===== config.mk =====
export PLATFORM = sky130hd
export DESIGN_NAME = rx_psdu_deframer_flat
export DESIGN_NICKNAME = d
export VERILOG_FILES = /design/src/rtl/rx_psdu_deframer_pkg.sv /design/src/rtl/rx_psdu_deframer_if.sv /design/src/rtl/rx_psdu_deframer_fifo.sv /design/src/rtl/rx_psdu_deframer.sv /design/src/flat_wrapper.sv
export SDC_FILE = /design/constraint.sdc
export NUM_CORES = 1
export LEC_CHECK = 0
export ABC_AREA = 1
export BUFFER_PORTS_ARGS = -buffer_cell sky130_fd_sc_hd__buf_2
export CAP_MARGIN = 20
export CORE_MARGIN = 3
export CORE_UTILIZATION = 40
export CTS_CLUSTER_DIAMETER = 30
export CTS_CLUSTER_SIZE = 28
export DETAILED_ROUTE_END_ITERATION = 8
export GPL_TIMING_DRIVEN = 0
export HOLD_SLACK_MARGIN = 0.15
export PLACE_DENSITY = 0.64
export SLEW_MARGIN = 20
export SYNTH_ARGS = -nofsm -noshare
export SYNTH_HDL_FRONTEND = slang
export SYNTH_SLANG_ARGS = --single-unit

===== constraint.sdc =====
create_clock -name clock -period 2.7 [get_ports clock]
set_input_delay 0.54 -clock clock [delete_from_list [all_inputs] [get_ports clock]]
set_output_delay 0.54 -clock clock [all_outputs]
set_load 0.01 [all_outputs]

===== src/rtl/rx_psdu_deframer_pkg.sv =====
// -----------------------------------------------------------------------------
// rx_psdu_deframer_pkg
// Shared definitions for the PSDU deframer (and the transmit-side framer):
//   - RATE code constants and the RATE -> N_DBPS lookup
//   - RXVECTOR field offsets
//   - deframer state enum
// No ports (package).
// -----------------------------------------------------------------------------
package rx_psdu_deframer_pkg;

    localparam logic [3:0] RATE_6M  = 4'b1011;
    localparam logic [3:0] RATE_9M  = 4'b1111;
    localparam logic [3:0] RATE_12M = 4'b1010;
    localparam logic [3:0] RATE_18M = 4'b1110;
    localparam logic [3:0] RATE_24M = 4'b1001;
    localparam logic [3:0] RATE_36M = 4'b1101;
    localparam logic [3:0] RATE_48M = 4'b1000;
    localparam logic [3:0] RATE_54M = 4'b1100;

    localparam int RXV_W           = 35;
    localparam int RXV_SERVICE_LSB = 0;
    localparam int RXV_RATE_LSB    = 16;
    localparam int RXV_RSSI_LSB    = 20;
    localparam int RXV_LENGTH_LSB  = 23;

    localparam int SERVICE_BITS = 16;
    localparam int TAIL_BITS    = 6;

    typedef enum logic [1:0] {
        IDLE,
        SERVICE,
        PSDU,
        TAILPAD
    } deframer_state_t;

    // Data bits per OFDM symbol for a RATE code; 0 flags an illegal code.
    function automatic logic [7:0] n_dbps_of(input logic [3:0] rate);
        logic [7:0] n;
        n = 8'd0;
        case (rate)
            RATE_6M:  n = 8'd24;
            RATE_9M:  n = 8'd36;
            RATE_12M: n = 8'd48;
            RATE_18M: n = 8'd72;
            RATE_24M: n = 8'd96;
            RATE_36M: n = 8'd144;
            RATE_48M: n = 8'd192;
            RATE_54M: n = 8'd216;
            default:  n = 8'd0;
        endcase
        return n;
    endfunction

endpackage


===== src/rtl/rx_psdu_deframer_if.sv =====
// -----------------------------------------------------------------------------
// rx_psdu_deframer_if
// Byte stream from the deframer to the MAC (valid/ready).
//   out_data  : PSDU byte at FIFO head
//   out_valid : a byte is available
//   out_last  : out_data is the final PSDU byte of its frame
//   out_ready : MAC accepts the head byte when out_valid && out_ready
// master = deframer side, slave = MAC side.
// -----------------------------------------------------------------------------
interface rx_psdu_deframer_if;
    logic [7:0] out_data;
    logic       out_valid;
    logic       out_last;
    logic       out_ready;

    modport master (
        output out_data,
        output out_valid,
        output out_last,
        input  out_ready
    );

    modport slave (
        input  out_data,
        input  out_valid,
        input  out_last,
        output out_ready
    );
endinterface


===== src/rtl/rx_psdu_deframer_fifo.sv =====
// -----------------------------------------------------------------------------
// rx_byte_fifo
// Synchronous FIFO holding PSDU bytes plus their last-byte flag.
//   clock, reset   : rising-edge clock, synchronous active-low reset
//   push/push_data : write request and word {last, byte}
//   pop            : read request (head word advances)
//   pop_data       : head word (only meaningful while !empty)
//   full, empty    : occupancy flags
// A pop and a push in the same cycle are both honoured even when full.
// -----------------------------------------------------------------------------
module rx_byte_fifo #(
    parameter int DEPTH = 4,
    parameter int WIDTH = 9
) (
    input  logic             clock,
    input  logic             reset,
    input  logic             push,
    input  logic [WIDTH-1:0] push_data,
    input  logic             pop,
    output logic [WIDTH-1:0] pop_data,
    output logic             full,
    output logic             empty
);

    localparam int AW = $clog2(DEPTH);
    localparam logic [AW:0] DEPTH_C = (AW + 1)'(DEPTH);

    logic [WIDTH-1:0] mem [DEPTH];
    logic [AW-1:0]    wr_ptr;
    logic [AW-1:0]    rd_ptr;
    logic [AW:0]      count;
    logic             do_push;
    logic             do_pop;

    assign empty    = (count == '0);
    assign full     = (count == DEPTH_C);
    assign do_pop   = pop && !empty;
    assign do_push  = push && (!full || do_pop);
    assign pop_data = mem[rd_ptr];

    // Pointer and occupancy bookkeeping; DEPTH is a power of two so the
    // pointers wrap naturally.
    always_ff @(posedge clock) begin
        if (!reset) begin
            wr_ptr <= '0;
            rd_ptr <= '0;
            count  <= '0;
        end else begin
            if (do_push) wr_ptr <= wr_ptr + 1'b1;
            if (do_pop)  rd_ptr <= rd_ptr + 1'b1;
            case ({do_push, do_pop})
                2'b10:   count <= count + 1'b1;
                2'b01:   count <= count - 1'b1;
                default: count <= count;
            endcase
        end
    end

    // Storage needs no reset: nothing is visible until count says so.
    always_ff @(posedge clock) begin
        if (do_push) mem[wr_ptr] <= push_data;
    end

endmodule


===== src/rtl/rx_psdu_deframer.sv =====
// -----------------------------------------------------------------------------
// rx_psdu_deframer
// Strips SERVICE bits from the descrambled receive bit stream, assembles PSDU
// bytes LSB-first, queues them for the MAC and discards tail/pad bits.
//   clock, reset : rising-edge clock, synchronous active-low reset
//   start        : pulse that latches rxvector and arms a frame (IDLE only)
//   rxvector     : {LENGTH, RSSI, RATE, SERVICE}
//   bit_in/bit_valid : descrambled bit stream, no backpressure
//   out_if       : byte stream to the MAC (master side)
//   frame_done   : pulse after the last pad bit
//   rate_err, service_err, overflow : sticky error flags
//   busy         : frame in progress
// rxvector's LENGTH field is 12 bits wide, matching the default LEN_W.
// -----------------------------------------------------------------------------
module rx_psdu_deframer
    import rx_psdu_deframer_pkg::*;
#(
    parameter int FIFO_DEPTH = 4,
    parameter int LEN_W      = 12
) (
    input  logic             clock,
    input  logic             reset,
    input  logic             start,
    input  logic [RXV_W-1:0] rxvector,
    input  logic             bit_in,
    input  logic             bit_valid,
    rx_psdu_deframer_if.master out_if,
    output logic             frame_done,
    output logic             rate_err,
    output logic             service_err,
    output logic             overflow,
    output logic             busy
);

    localparam int CW = LEN_W + 4;

    deframer_state_t state, state_d;
    logic [LEN_W-1:0] length_q;
    logic [7:0]       n_dbps_q;
    logic [CW-1:0]    bit_cnt;
    logic [7:0]       sym_cnt;
    logic [LEN_W-1:0] byte_cnt;
    logic [7:0]       shreg;
    logic             frame_done_q;
    logic             rate_err_q;
    logic             service_err_q;
    logic             overflow_q;

    logic [3:0]       rate_in;
    logic [7:0]       n_dbps_in;
    logic             rate_legal;
    logic [LEN_W-1:0] len_in;
    logic             bit_take;
    logic [CW-1:0]    bit_cnt_inc;
    logic             sym_wrap;
    logic [CW-1:0]    tail_thresh;
    logic [7:0]       byte_val;
    logic             byte_done;
    logic             byte_last;
    logic             tail_exit;
    logic             fifo_full;
    logic             fifo_empty;
    logic             fifo_pop;
    logic [8:0]       fifo_head;
    logic             unused_rxv;

    assign rate_in    = rxvector[RXV_RATE_LSB +: 4];
    assign n_dbps_in  = n_dbps_of(rate_in);
    assign rate_legal = (n_dbps_in != 8'd0);
    assign len_in     = rxvector[RXV_LENGTH_LSB +: LEN_W];
    assign unused_rxv = ^{rxvector[RXV_RSSI_LSB +: 3], rxvector[RXV_SERVICE_LSB +: 16]};

    assign bit_take    = bit_valid && (state != IDLE);
    assign bit_cnt_inc = bit_cnt + CW'(1);
    assign sym_wrap    = (sym_cnt == n_dbps_q - 8'd1);
    // Bits that must be seen before the pad may end: SERVICE + PSDU + tail.
    assign tail_thresh = CW'({length_q, 3'b000}) + CW'(SERVICE_BITS + TAIL_BITS);

    // After SERVICE the low three bits of bit_cnt give the bit position
    // within the current PSDU byte.
    assign byte_val  = {bit_in, shreg[7:1]};
    assign byte_done = (state == PSDU) && bit_valid && (bit_cnt[2:0] == 3'd7);
    assign byte_last = (byte_cnt == length_q - LEN_W'(1));
    assign tail_exit = (state == TAILPAD) && bit_valid && sym_wrap &&
                       (bit_cnt_inc >= tail_thresh);

    assign fifo_pop = out_if.out_ready && !fifo_empty;

    // Next-state logic for the frame walk.
    always_comb begin
        state_d = state;
        case (state)
            IDLE: begin
                if (start && rate_legal) state_d = SERVICE;
            end
            SERVICE: begin
                if (bit_valid && bit_cnt == CW'(SERVICE_BITS - 1))
                    state_d = (length_q != '0) ? PSDU : TAILPAD;
            end
            PSDU: begin
                if (byte_done && byte_last) state_d = TAILPAD;
            end
            TAILPAD: begin
                if (tail_exit) state_d = IDLE;
            end
            default: state_d = IDLE;
        endcase
    end

    // State register, counters, byte assembly and sticky flags. Frame setup
    // and rate_err only happen in IDLE, where no bit is counted, so those
    // updates never collide with the per-bit updates.
    always_ff @(posedge clock) begin
        if (!reset) begin
            state         <= IDLE;
            length_q      <= '0;
            n_dbps_q      <= '0;
            bit_cnt       <= '0;
            sym_cnt       <= '0;
            byte_cnt      <= '0;
            shreg         <= '0;
            frame_done_q  <= 1'b0;
            rate_err_q    <= 1'b0;
            service_err_q <= 1'b0;
            overflow_q    <= 1'b0;
        end else begin
            state        <= state_d;
            frame_done_q <= tail_exit;

            if (state == IDLE && start) begin
                if (rate_legal) begin
                    length_q      <= len_in;
                    n_dbps_q      <= n_dbps_in;
                    bit_cnt       <= '0;
                    sym_cnt       <= '0;
                    byte_cnt      <= '0;
                    rate_err_q    <= 1'b0;
                    service_err_q <= 1'b0;
                    overflow_q    <= 1'b0;
                end else begin
                    rate_err_q <= 1'b1;
                end
            end

            if (bit_take) begin
                bit_cnt <= bit_cnt_inc;
                sym_cnt <= sym_wrap ? 8'd0 : sym_cnt + 8'd1;
            end

            if (state == SERVICE && bit_valid && bit_in) service_err_q <= 1'b1;
            if (state == PSDU && bit_valid)               shreg <= byte_val;
            if (byte_done)                                byte_cnt <= byte_cnt + LEN_W'(1);
            if (byte_done && fifo_full && !fifo_pop)      overflow_q <= 1'b1;
        end
    end

    rx_byte_fifo #(
        .DEPTH (FIFO_DEPTH),
        .WIDTH (9)
    ) u_fifo (
        .clock     (clock),
        .reset     (reset),
        .push      (byte_done),
        .push_data ({byte_last, byte_val}),
        .pop       (fifo_pop),
        .pop_data  (fifo_head),
        .full      (fifo_full),
        .empty     (fifo_empty)
    );

    // Head word is forced to zero while empty so the outputs read 0 out of
    // reset rather than stale storage.
    assign out_if.out_valid = !fifo_empty;
    assign out_if.out_data  = fifo_empty ? 8'd0 : fifo_head[7:0];
    assign out_if.out_last  = fifo_empty ? 1'b0 : fifo_head[8];

    assign frame_done  = frame_done_q;
    assign rate_err    = rate_err_q;
    assign service_err = service_err_q;
    assign overflow    = overflow_q;
    assign busy        = (state != IDLE);

endmodule


===== src/flat_wrapper.sv =====
// flat-port wrapper written by rule: the top's interface ports become plain ports
module rx_psdu_deframer_flat import rx_psdu_deframer_pkg::*;
#(
    parameter int FIFO_DEPTH = 4,
    parameter int LEN_W      = 12
)
  (clock, reset, start, rxvector, bit_in, bit_valid, frame_done, rate_err, service_err, overflow, busy, out_if_out_data, out_if_out_valid, out_if_out_last, out_if_out_ready);
  rx_psdu_deframer_if out_if_i ();
  input  logic clock;
  input  logic reset;
  input  logic start;
  input  logic [RXV_W-1:0] rxvector;
  input  logic bit_in;
  input  logic bit_valid;
  output logic frame_done;
  output logic rate_err;
  output logic service_err;
  output logic overflow;
  output logic busy;
  output wire logic [$bits(out_if_i.out_data)-1:0] out_if_out_data;
  output wire logic [$bits(out_if_i.out_valid)-1:0] out_if_out_valid;
  output wire logic [$bits(out_if_i.out_last)-1:0] out_if_out_last;
  input wire logic [$bits(out_if_i.out_ready)-1:0] out_if_out_ready;
  assign out_if_out_data = out_if_i.out_data;
  assign out_if_out_valid = out_if_i.out_valid;
  assign out_if_out_last = out_if_i.out_last;
  assign out_if_i.out_ready = out_if_out_ready;
  rx_psdu_deframer #(.FIFO_DEPTH(FIFO_DEPTH), .LEN_W(LEN_W)) u_core (.clock(clock), .reset(reset), .start(start), .rxvector(rxvector), .bit_in(bit_in), .bit_valid(bit_valid), .out_if(out_if_i), .frame_done(frame_done), .rate_err(rate_err), .service_err(service_err), .overflow(overflow), .busy(busy));
endmodule

==> run summary <==
The normalized max-slew margin came out at a little over a third. The effective utilization at floorplan is between 40% and 50%. The largest fanout of any net on the critical path came out at 4. The final reports fail on setup timing. The die extent in y came out at 132 um.

The maximum achievable frequency came out at ~370 MHz. The die footprint came out at ~17000 sq um. The final standard cell count with taps included and fillers excluded came out at 1111. The share of cells above drive strength 1 is around 17%.

Setup repair after global routing could not meet its margin everywhere. The setup slack after layout came out at -0.0202 ns. For the pin with the worst max-slew slack, the measured transition is 0.947 ns.

In the final routed layout, each cell accounts on average for roughly 13 um. The critical path data required time came out at slightly below 3 ns. The net count of the mapped netlist is around 900. The data arrival time of the critical path came out at slightly below 3 ns. The maximum buffer depth of the clock tree is 2.

The overall routing resource usage is around 17%. The worst hold path belongs to the class in -> reg. The worst hold path endpoint is u_core.length_q[0]$_SDFFE_PN0P_. The number of top-level pins is 56. The startpoint identified for the worst hold timing path is rxvector[23].

The worst setup path is captured at a flop. The portion of the post-synthesis area used by sequential elements is 41.1%. The detailed router finished its first iteration with just over 300 violations. For this run, the leading register cell type out of synthesis is dfxtp_1. The post-detailed-routing wire length came out at 14.8 mm. The area growth from synthesis to layout came out at 16.5%. The region available for standard cell placement spans 15400 sq um. The average cell area after synthesis is 7.54 sq um. The floorplan die width came out at roughly 130 um. The number of global-route vias before repair came out at slightly above 5000. 0 antenna diodes ended up in the layout.

The setup skew after layout came out at about 0.0086 ns. After technology mapping, the gate count stands at 840. The remaining design rule violation count is 0. The number of fill cells came out at 1545.

The number of endpoints failing setup at the final stage came out at 2. The power per standard cell area came out at roughly 740 nW/um^2. The total of flip-flops plus latches after synthesis is approximately 110. For this run the aggregate overflow at the end of global routing stands at 0.

The post-DP HPWL is ~11 mm. The max-slew violation count came to 0. The classification of the worst setup path is reg -> reg. The number of clock sinks came out at about 110. The initial antenna violation count is 0. The total number of nets in the final design came out at between 900 and 1000. The launch instance of the worst register-to-register path is u_core.length_q[1]$_SDFFE_PN0P_.

The synthesized netlist contains 40 unique library cells. The floorplan has 45 rows. For this run, asynchronously set or reset flops after synthesis account for 0%. The number of buffers added by the clock tree synthesis step came out at 9. For this design, the CTS-stage hold fixing added 0 buffers. The sum of internal, switching and leakage power came out at 5.49 mW. The number of enable flip-flop cells after synthesis came out at 36. The leakage power came out at 3.06 nW.

The later pin in the worst-skew pair is clocked with a latency of roughly 0.36 ns. Entering global routing, the biggest net connects 21 pins. The post-route minimum period came out at 2.72 ns. The count of nets left with antenna violations after detail routing came out at 0. The first-pass iteration count of the detailed router came out at 5. The reg2reg setup slack is -0.02 ns.

The mean number of vias per cell is 4.88. The deepest level of the CTS H-tree came out at 3. The routability congestion estimate came out at 0.851.

The count of buffers added on input and output ports is 36. The number of hold violations in the final report is 0. Summing over every cut layer, the via total after detailed routing is 5423. The flow ran to the end, but the final reports show violations. The CTS tree is done.

Hold timing on the final database bottoms out at a slack of 0.443 ns. The worst hold path depth is 3. The cell at the root of the clock tree is clkbuf_16. During synthesis, Yosys emitted a total of 0 warnings.

The worst supply voltage drop on vdd is between 400 and 500 uV. The combined area of all synthesized cells came out at roughly 6300 sq um. The clock-pin transition on the worst setup and hold timing paths came out at roughly 0.070 ns. The worst reg2reg path depth is 19. The count of placed standard cells including taps is about 1100. The final critical path takes up 101% of the cycle.

STA classifies the critical path startpoint as a flop. The endpoint identified for the worst register-to-register timing path is u_core.state[1]$_SDFFE_PN0P_. Max-cap violations in this run came to 0. The global-route wire length before repair came out at about 25 mm.
==> power breakdown <==
part,switching [mW],internal [mW],total [mW]
Sequential,0.182,1.91,2.09
Combinational,1.27,0.679,1.95
Clock,0.649,0.796,1.44
Total,2.11,3.38,5.49
==> worst max path at each step <==
stage / cells after the start / endpoint / startpoint / slack (ns)
floorplan: 19 / u_core.state[0]$_SDFFE_PN0P_ / u_core.length_q[1]$_SDFFE_PN0P_ / 0.02
global placement: 19 / u_core.state[1]$_SDFFE_PN0P_ / u_core.length_q[1]$_SDFFE_PN0P_ / -0.45
detailed placement: 19 / u_core.state[1]$_SDFFE_PN0P_ / u_core.length_q[2]$_SDFFE_PN0P_ / -0.50
CTS: 22 / u_core.state[1]$_SDFFE_PN0P_ / u_core.bit_cnt[1]$_SDFFE_PN0P_ / -0.17
global route: 17 / u_core.state[1]$_SDFFE_PN0P_ / u_core.length_q[4]$_SDFFE_PN0P_ / -0.24
finish: 19 / u_core.state[1]$_SDFFE_PN0P_ / u_core.length_q[1]$_SDFFE_PN0P_ / -0.02
==> through the flow <==
step	cell area, sq um	setup slack (ns)	utilization, %	TNS, ns
floorplan	6330	0.0151	-	0
global placement	6780	-0.447	44.1	-0.894
detailed placement	6780	-0.497	44.1	-0.987
CTS	7220	-0.172	47.0	-0.342
global route	7380	-0.236	48.0	-0.506
finish	7380	-0.0202	48.0	-0.0290
==> synth_stat cells, types with 2 or more instances <==
cell / count / share of area, %
nor4_1: 4 / 0.40
nor3_1: 13 / 1.0
ha_1: 34 / 6.7
clkbuf_1: 11 / 0.65
o21ai_0: 57 / 4.5
o21ai_1: 14 / 1.1
inv_1: 100 / 5.9
edfxtp_1: 36 / 17
nand3_1: 45 / 3.6
nand2_1: 165 / 9.8
nand3b_1: 3 / 0.36
xnor2_1: 9 / 1.2
nor2_4: 5 / 0.89
a21oi_1: 83 / 6.6
dfxtp_1: 76 / 24
xor2_1: 22 / 3.0
nor2_2: 10 / 0.99
nand3_2: 3 / 0.47
inv_2: 8 / 0.47
nor2_1: 105 / 6.2
xor2_2: 2 / 0.51
nand2_2: 6 / 0.59
nand4_1: 6 / 0.59
buf_2: 5 / 0.40
buf_4: 3 / 0.36
==> logic make-up (layout without fill, tap and decap cells) <==
| kind of cell | Yosys count | count (layout) | share of synthesized area (%) |
|---|---|---|---|
| and+or+nand+nor | 370 | 370 | 26.0 |
| AOI/OAI and AO/OA | 160 | 160 | 12.9 |
| buffers and inverters | 129 | 189 | 7.92 |
| DFF | 112 | 112 | 41.1 |
| adders and majority gates | 35 | 35 | 7.04 |
| xor gates and xnor gates | 34 | 34 | 5.06 |
==> cell type report <==
type                    instances  area (sq um)  share of cell area (%)
multi-input cells             599          3410                    46.2
flip-flops and latches        112          2620                    35.5
inverters                     109           413                    5.60
well taps                     211           264                    3.58
repair buffers                 47           263                    3.56
clock buffers                  10           250                    3.39
plain buffers                  17          82.6                    1.12
clock inverters                 6          77.6                    1.05
==> sequential cells by signal (all words and copies together), names as in the netlist, named ones only <==
register and flops:
u_core.sym_cnt 8, u_core.state 2, u_core.service_err 1, u_core.u_fifo.count 3
u_core.length_q 12, u_core.n_dbps_q 6, u_core.u_fifo.wr_ptr 2, u_core.frame_done 1
u_core.byte_cnt 12, u_core.u_fifo.rd_ptr 2, u_core.shreg 7, u_core.u_fifo.mem 36
u_core.overflow 1, u_core.bit_cnt 16, u_core.rate_err 1
==> cells in the final DEF (no fill, tap or decap), types with 2 or more instances in the layout <==
master / count
edfxtp_1: 36
nor2_4: 8
nor2_2: 9
nand2_1: 161
nand3b_1: 3
a21oi_2: 3
dfxtp_2: 9
ha_4: 2
nor3_4: 2
nor2_1: 103
nand3_4: 4
a21oi_1: 79
clkbuf_16: 10
nand2_2: 8
nor3_1: 9
nor3_2: 4
ha_1: 32
inv_1: 98
xnor2_1: 9
o21ai_0: 56
nand4_1: 6
nand3_1: 38
inv_6: 2
dfxtp_1: 65
inv_8: 2
inv_2: 10
dfxtp_4: 2
xor2_1: 21
xor2_2: 3
buf_2: 41
clkbuf_1: 8
buf_4: 14
nor4_1: 4
nand3_2: 7
o21ai_1: 15
clkinvlp_4: 2
nand2_4: 2
==> per-layer routing <==
metal / vias up / routed length, um / global-route usage [%]
li1: 2841 / - / -
met1: 2473 / 7070 / 22.9
met2: 90 / 7020 / 29.5
met3: 19 / 475 / 2.82
met4: 0 / 285 / 5.13
met5: - / 0 / 0
==> critical path: stages, from the launching register on <==
cell     delay, ns
dfxtp_2       0.36
ha_1          0.20
nand3_2       0.13
nor3_4        0.17
nand3_2       0.12
nor3_2        0.16
xor2_1        0.18
inv_1         0.06
ha_1          0.28
nand2_2       0.06
inv_2         0.07
nand3_4       0.08
nor2_4        0.10
nand3_2       0.07
nand3_2       0.10
nand3_4       0.09
a21oi_4       0.19
nand3_1       0.09
nand2_1       0.06
nor2_1        0.05
==> repair_timing <==
item / in CTS / in global routing
endpoints found under the setup margin: 4 / 31
endpoints found under the hold margin: 0 / 0
gates resized for setup: 17 / 37
pin swaps: 13 / 20
setup buffers: 7 / 4
No activity file was read; power rests on OpenSTA's default activity.
